==> src/rtl/calc_pkg.sv <==
// Shared encodings for the calculator ALU sequencer:
// op codes, response error codes and FSM states.
package calc_pkg;

  localparam logic [3:0] OP_STOP = 4'b0000;
  localparam logic [3:0] OP_ADD  = 4'b1000;
  localparam logic [3:0] OP_SUB  = 4'b0100;
  localparam logic [3:0] OP_MUL  = 4'b0010;
  localparam logic [3:0] OP_DIV  = 4'b0001;

  localparam logic [1:0] ERR_OK      = 2'b00;
  localparam logic [1:0] ERR_ILLEGAL = 2'b01;
  localparam logic [1:0] ERR_DIV0    = 2'b10;
  localparam logic [1:0] ERR_TIMEOUT = 2'b11;

  typedef enum logic [2:0] {
    S_IDLE,
    S_ISSUE,
    S_WAIT,
    S_RECOVER,
    S_RESP
  } state_t;

  function automatic logic is_onehot(input logic [3:0] v);
    return (v != 4'b0) && ((v & (v - 4'd1)) == 4'b0);
  endfunction

endpackage

==> src/rtl/seq_timeout_ctr.sv <==
// WAIT-cycle watchdog: counts enabled cycles after a clear
// and flags expiry on the TIMEOUT-th one.
module seq_timeout_ctr #(
  parameter int TIMEOUT = 32
) (
  input  logic clk,
  input  logic rst_n,
  input  logic clear,
  input  logic en,
  output logic expired
);

  localparam int W = $clog2(TIMEOUT);
  localparam logic [W-1:0] LAST = W'(TIMEOUT - 1);

  logic [W-1:0] cnt;

  // saturating cycle counter
  always_ff @(posedge clk or negedge rst_n) begin
    if (!rst_n)
      cnt <= '0;
    else if (clear)
      cnt <= '0;
    else if (en && !expired)
      cnt <= cnt + 1'b1;
  end

  assign expired = (cnt == LAST);

endmodule

==> src/rtl/alu_sequencer.sv <==
// Request/response front end for the calculator ALU:
// issues one op, rides out busy, parks the ALU, returns result.
module alu_sequencer
  import calc_pkg::*;
#(
  parameter int TIMEOUT = 32
) (
  input  logic       clk,
  input  logic       rst_n,
  input  logic       req_valid,
  output logic       req_ready,
  input  logic [3:0] req_op,
  input  logic       req_sign,
  input  logic [3:0] req_a,
  input  logic [3:0] req_b,
  output logic       rsp_valid,
  input  logic       rsp_ready,
  output logic [7:0] rsp_data,
  output logic [1:0] rsp_err,
  output logic       alu_rst,
  output logic [3:0] alu_op,
  output logic       alu_sign,
  output logic [3:0] alu_data1,
  output logic [3:0] alu_data2,
  input  logic [7:0] alu_o,
  input  logic       alu_busy
);

  state_t     state;
  state_t     state_nxt;
  logic [3:0] cmd;
  logic       seen_busy;
  logic       rec_q;
  logic       expired;

  logic accept;
  logic addsub;
  logic done;
  logic in_wait;

  assign accept  = req_valid && req_ready;
  assign addsub  = (cmd == OP_ADD) || (cmd == OP_SUB);
  assign done    = seen_busy && !alu_busy;
  assign in_wait = (state == S_WAIT);

  seq_timeout_ctr #(
    .TIMEOUT(TIMEOUT)
  ) u_tmo (
    .clk    (clk),
    .rst_n  (rst_n),
    .clear  (state == S_ISSUE),
    .en     (in_wait),
    .expired(expired)
  );

  // state register
  always_ff @(posedge clk or negedge rst_n) begin
    if (!rst_n)
      state <= S_IDLE;
    else
      state <= state_nxt;
  end

  // next-state; completion outranks a same-cycle timeout
  always_comb begin
    state_nxt = state;
    unique case (state)
      S_IDLE:
        if (accept)
          state_nxt = is_onehot(req_op) ? S_ISSUE : S_RESP;
      S_ISSUE:
        state_nxt = S_WAIT;
      S_WAIT:
        if (addsub || done)
          state_nxt = S_RESP;
        else if (expired)
          state_nxt = S_RECOVER;
      S_RECOVER:
        if (rec_q)
          state_nxt = S_RESP;
      S_RESP:
        if (rsp_ready)
          state_nxt = S_IDLE;
      default:
        state_nxt = S_IDLE;
    endcase
  end

  // STOP must hit the ALU in the very cycle busy falls
  always_comb begin
    alu_op = OP_STOP;
    unique case (state)
      S_ISSUE: alu_op = cmd;
      S_WAIT:
        if (!addsub && !done)
          alu_op = cmd;
      default: alu_op = OP_STOP;
    endcase
  end

  // registered handshake flags and ALU reset
  always_ff @(posedge clk or negedge rst_n) begin
    if (!rst_n) begin
      req_ready <= 1'b0;
      rsp_valid <= 1'b0;
      alu_rst   <= 1'b1;
    end else begin
      req_ready <= (state_nxt == S_IDLE);
      rsp_valid <= (state_nxt == S_RESP);
      alu_rst   <= (state_nxt == S_RECOVER);
    end
  end

  // operand latch, busy tracking, recover pacing
  always_ff @(posedge clk or negedge rst_n) begin
    if (!rst_n) begin
      cmd       <= OP_STOP;
      alu_sign  <= 1'b0;
      alu_data1 <= 4'h0;
      alu_data2 <= 4'h0;
      seen_busy <= 1'b0;
      rec_q     <= 1'b0;
    end else begin
      if (accept) begin
        cmd       <= req_op;
        alu_sign  <= req_sign;
        alu_data1 <= req_a;
        alu_data2 <= req_b;
      end
      if (state == S_ISSUE)
        seen_busy <= 1'b0;
      else if (in_wait && alu_busy)
        seen_busy <= 1'b1;
      rec_q <= (state == S_RECOVER) && !rec_q;
    end
  end

  // response capture; o[7:5] is stale after ADD/SUB
  always_ff @(posedge clk or negedge rst_n) begin
    if (!rst_n) begin
      rsp_data <= 8'h00;
      rsp_err  <= ERR_OK;
    end else begin
      unique case (1'b1)
        accept && !is_onehot(req_op): begin
          rsp_data <= 8'h00;
          rsp_err  <= ERR_ILLEGAL;
        end
        in_wait && addsub: begin
          rsp_data <= {3'b000, alu_o[4:0]};
          rsp_err  <= ERR_OK;
        end
        in_wait && !addsub && done: begin
          if (cmd == OP_DIV && alu_data2 == 4'h0) begin
            rsp_data <= 8'h00;
            rsp_err  <= ERR_DIV0;
          end else begin
            rsp_data <= alu_o;
            rsp_err  <= ERR_OK;
          end
        end
        in_wait && !addsub && !done && expired: begin
          rsp_data <= 8'h00;
          rsp_err  <= ERR_TIMEOUT;
        end
        default: begin
          rsp_data <= rsp_data;
          rsp_err  <= rsp_err;
        end
      endcase
    end
  end

endmodule
==> config.mk <==
export PLATFORM = sky130hd
export DESIGN_NAME = alu_sequencer
export DESIGN_NICKNAME = d
export VERILOG_FILES = /design/src/rtl/calc_pkg.sv /design/src/rtl/seq_timeout_ctr.sv /design/src/rtl/alu_sequencer.sv
export SDC_FILE = /design/constraint.sdc
export NUM_CORES = 1
export LEC_CHECK = 0
export CAP_MARGIN = 20
export CORE_ASPECT_RATIO = 1.1
export CORE_MARGIN = 2
export CORE_UTILIZATION = 50
export CTS_CLUSTER_SIZE = 28
export DETAILED_ROUTE_END_ITERATION = 12
export HOLD_SLACK_MARGIN = 0.03
export PLACE_DENSITY = 0.83
export SYNTH_ARGS = -nofsm -noshare
export SYNTH_HDL_FRONTEND = slang
export SYNTH_HIERARCHICAL = 1
export SYNTH_SLANG_ARGS = --single-unit
export TNS_END_PERCENT = 10
==> constraint.sdc <==
create_clock -name clk -period 3.4 [get_ports clk]
set_clock_uncertainty 0.15 [all_clocks]
set_input_delay 1.02 -clock clk [delete_from_list [all_inputs] [get_ports clk]]
set_output_delay 1.02 -clock clk [all_outputs]
set_load 0.05 [all_outputs]
* Word level (Yosys, flattened, before mapping) *
Cells that the tools add are included.

cells by class
  multiplexer cells = 17
  bitwise logic cells = 1
  reduce and logical (&&, ||, !) cells = 32
  equality and inequality tests = 10
  $add $sub $neg = 2

operators by type and width
  cell                                                 number
  case mux 8 bit (3 select lines)                      1
  two-way mux 3 bit                                    6
  case mux 3 bit (5 select lines)                      1
  logical AND 1 bit                                    14
  two-way mux 5 bit                                    2
  equality test 3 x 2 -> 1 bit, second input constant  3
  zero test 4 bit                                      2
  two-way mux 8 bit                                    1
  case mux 2 bit (4 select lines)                      1
  case mux 4 bit (2 select lines)                      1
  nonzero test 4 bit                                   2
  equality test 3 bit, second input constant           2
  zero test 1 bit                                      6
  zero test 3 bit                                      2
  adder 5 x 1 -> 5 bit, second input constant          1
  equality test 5 bit, second input constant           1
  AND 4 bit                                            1
  equality test 4 x 1 -> 1 bit, second input constant  1
  equality test 4 x 3 -> 1 bit, second input constant  1
  equality test 4 bit, second input constant           1
  two-way mux 4 bit                                    1
  nonzero test 2 bit                                   2
  subtractor 4 x 1 -> 4 bit, second input constant     1
  equality test 3 x 1 -> 1 bit, second input constant  1
  5 further kinds                                      7

storage, ports and cells
  output and inout port bits = 26
  word-level logic and storage cells = 75
  bits of input ports = 26
  flip-flop bits (word level) = 36

* Longest topological paths before layout *
  depth after elaboration = 8
  gate-level depth with buffers = 8
  gate-level depth less buffers = 7

* Cells and area by module *
The synthesis kept the hierarchy.

by module, submodules not included
  module           times used  sequential area each (um^2)  area an instance (um^2)  cells each
  alu_sequencer    1           777.0                        1462.7                   125
  seq_timeout_ctr  1           125.1                        249.0                    23

* Worst setup path before layout *
Ideal clock, no wire load.

  kind = input-to-output
  start point = in alu_busy
  end point = out alu_op[2]
  cell stages on the path = 4
  slack = 0.008 ns
  buffers on the path = 0
  arrival time = 2.222 ns
  required time = 2.230 ns
  cell sequence = and2b_2 -> nor2_2 -> a21oi_1 -> nor2b_1

between the ends
  word-level cells in the longest chain between the ends = 6

ends and longest elaborated chain
  element                          line                 source
  start: declaration               alu_sequencer.sv:26  input logic alu_busy
  zero test 1 bit                  alu_sequencer.sv:43  assign done = seen_busy && !alu_busy;
  logical AND 1 bit                alu_sequencer.sv:43
  zero test 1 bit                  alu_sequencer.sv:95  if (!addsub && !done)
  logical AND 1 bit                alu_sequencer.sv:95
  two-way mux 4 bit                alu_sequencer.sv:95
  case mux 4 bit (2 select lines)  alu_sequencer.sv:92  unique case (state)
  end: declaration                 alu_sequencer.sv:21  output logic [3:0] alu_op,

Every way passes these cells.

* Final worst setup path *
  start point = in alu_busy
  end point = out alu_op[0]

The elaborated chain is that of the path after synthesis.

==> results by group <==
Global route
  – Global-route wire length before repair: about 6600 um
  – Largest net degree at the start of global routing: 37
  – Vias in the first global route: 1493
  – GRT Util Overall: 22.8%
  – Total congestion overflow: 0
  – Met1 GRT Util: 25.3%
  – Grt met2 use: between 30% and 40%
  – Met3 Use GR: 8.46%
  – Global-route layer with the greatest usage: met2
  – Initial antenna violation count: 0

Place
  – Placed Area: 2320 sq um
  – Place WS: -0.170 ns
  – # port buffers: 51
  – HPWL after detailed placement: 2950 um
  – GPL Wtd Cong: 0.834

Clocking
  – Clock buffer count from CTS: 5
  – Clk_lat worst skew: 0.34 ns
  – TritonCTS clock tree: done
  – Clock Pin Slew Worst Setup and Hold Paths: 0.09 ns
  – Deepest level of the CTS H-tree: 2
  – Hold-fix buffers, CTS: 0
  – Clock Path Buffers: 2
  – Sink Count: 36
  – CTS root buf: clkbuf_4

Synthesis
  – Yosys cell types: between 40 and 50
  – Cells after synthesis: 148
  – Combinational family with the most area after synthesis: simple AND/OR/NAND/NOR gates
  – Simple-Gate Fraction of Synth Area: 19.8%
  – Sequential element share of the synthesized area: 52.7%
  – Compound-Gate Fraction of Synth Area: 11.8%
  – Syn Nets: 176
  – XOR/XNOR Fraction of Synth Area: 2.56%
  – Mapped Avg Cell Area: between 10 and 15 sq um
  – Post-synthesis mux area share: roughly 9%
  – Ys flop type: dfrtp_1
  – Fraction of the mapped netlist area in adder cells: approximately 1.5%
  – Synth Cell Area: 1710 sq um
  – YS warnings: 6
  – Post-synth ARST share: 100%
  – Post-synth EDFFs: 0
  – Flop and latch count out of synthesis: 36

Detailed routing
  – Avg WL per Cell: 15.5 um
  – DRT iter0 DRCs: 74
  – Vias/cell: 5.58
  – Drt first pass iters: 4
  – Vias: 1379
  – Final WL: 3820 um
  – Post-route ant nets: 0
  – # DRC: 0

Timing
  – Slew @ Worst Pin: 0.506 ns
  – Unrepaired setup endpoints after global routing: no
  – Slew HR: 66.1%
  – Final worst path period need: 3.22 ns
  – Final setup margin: 0.183 ns
  – Fin crit share: between 90% and 100%
  – Pins Over Slew Limit: 0
  – Setup-failing EPs final: 0
  – Hold Vio Cnt, Final: 0
  – F_max: 311 MHz

Floorplan
  – Horiz. Die Dim: roughly 60 um
  – Die ar.: around 3900 sq um
  – # rows: 22
  – Die Height: about 65 um
  – Initial Util: roughly half
  – I/O pin total: 52
  – Placeable Area: 3300 sq um

Flow run
  – Max-cap violations: 0

Min path
  – Hold path startpoint: rsp_data[4]
  – Hold endpoint: rsp_data[4]
  – HP Class: reg2reg
  – Hold path depth: 2

Setup path
  – Kind of critical path: in2out
  – Worst reg2reg path depth: 7
  – Nature of the critical path endpoint: primary output
  – FF-to-FF Start: u_tmo/cnt[0]
  – Worst Path Required: 2.23 ns
  – Flop2flop setup slack: 1.19 ns
  – CP Max Fanout: 3
  – Worst flop-to-flop path endpoint: rsp_data[4]
  – Worst EP arrival: 2.05 ns
  – Critical Path Start Type: input port

Finish
  – Fillcell total: 243
  – Layout cells sized above 1: between 20% and 30%
  – Layout area overhead: 41.4%
  – Final instance area: 2420 sq um
  – N_diodes: 0
  – FF/Latch Area: 902 sq um
  – Finished Core Util: 73.3%
  – Nets: 238
  – Multi-input gate area: 800 sq um

Pwr
  – Max VDD drop: 0.000663 V
  – PwrDens: about 800 nW/um^2
  – Static Leakage: 0.00110 uW

Status
  – Run status: complete, no violations
## timing repair
item	CTS	global route
gates resized for setup	10	0
endpoints found under the hold margin	0	0
setup endpoints to repair	4	0
setup buffers	2	0
## Yosys cell counts, types with 2 or more instances
| master | count | area share [%] |
|---|---|---|
| dfrtp_1 | 35 | 51 |
| nand2_1 | 13 | 2.9 |
| mux2_2 | 12 | 7.9 |
| nor2_1 | 9 | 2.0 |
| nand2b_1 | 7 | 2.6 |
| a21oi_1 | 6 | 1.8 |
| o21ai_0 | 5 | 1.5 |
| o21ai_1 | 5 | 1.5 |
| inv_1 | 4 | 0.88 |
| nor2b_1 | 4 | 1.5 |
| xor2_1 | 4 | 2.0 |
| a211o_1 | 3 | 1.5 |
| a22o_2 | 3 | 1.8 |
| ha_1 | 2 | 1.5 |
| mux2i_1 | 2 | 1.2 |
| nand3_1 | 2 | 0.58 |
| nand3b_1 | 2 | 0.88 |
| nor4_1 | 2 | 0.73 |
| nor4b_1 | 2 | 1.0 |
| o211ai_1 | 2 | 0.88 |
## sequential cells by signal, summed over array words and instances (netlist names), 2 cells and up
| name | flops |
|---|---|
| state | 3 |
| rsp_data | 8 |
| u_tmo/cnt | 5 |
| cmd | 4 |
| alu_data2 | 4 |
| alu_data1 | 4 |
| rsp_err | 2 |
## routing by layer
metal	wire length [um]	up-vias
met5	0	-
met4	115	0
met3	286	13
met2	1930	56
met1	1490	661
li1	-	649
## where the power goes
group / switching [uW] / internal, uW
combinational: 629 / 413
sequential: 107 / 575
clock: 126 / 82.3
total: 861 / 1070
## cell usage in the layout (no fill, tap or decap), types with 3 or more instances in the layout
master,n
buf_4,7
a21oi_1,5
clkbuf_1,3
nor2_1,8
dfrtp_1,35
a211o_1,3
nand2b_1,7
mux2_2,12
nor2b_2,3
buf_12,4
a22o_2,3
o21ai_0,5
xor2_1,4
inv_1,4
nand2_1,13
clkdlybuf4s50_1,46
clkbuf_4,5
o21ai_1,5
## cells by family (layout without fill, tap and decap cells)
kind of cell               after synthesis  after routing
AOI/OAI and AO/OA                       27             27
xor gates and xnor gates                 5              5
adders and majority gates                2              2
buffers and inverters                    8             71
DFF                                     36             36
muxes                                   14             14
and+or+nand+nor                         56             56
## worst max-delay path, cell delays in order
cell	delay [ns]
dlygate4sd2_1	0.21
and2b_2	0.25
nor2_4	0.16
nor2_2	0.08
nor2b_2	0.17
buf_12	0.16
## through the flow
| step | cells | TNS, ns | total power (uW) | hold slack, ns |
|---|---|---|---|---|
| 6_report | 247 | 0 | 1930 | 0.345 |
| 3_3_place_gp | 237 | -0.380 | 1670 | 0.320 |
| 4_1_cts | 247 | 0 | 1950 | 0.350 |
| 3_5_place_dp | 237 | -0.501 | 1710 | 0.329 |
| 2_1_floorplan | 148 | 0 | 1350 | 0.346 |
| 5_1_grt | 247 | 0 | 2050 | 0.367 |
## final cells by class
type                       count  area share [%]
inverter                       5           0.982
clock buffer                   8            2.02
timing repair buffer          58            24.9
multi-input combinational    104            33.0
tap                           36            1.86
sequential                    36            37.3
## how the worst max path moves through the flow
| stage | startpoint | end |
|---|---|---|
| 6_report | alu_busy | alu_op[0] |
| 5_1_grt | alu_busy | alu_op[3] |
| 4_1_cts | alu_busy | alu_op[3] |
| 3_5_place_dp | alu_busy | alu_op[2] |
| 3_3_place_gp | alu_busy | alu_op[2] |
| 2_1_floorplan | alu_busy | alu_op[2] |
(Power assumes the default switching activity.)
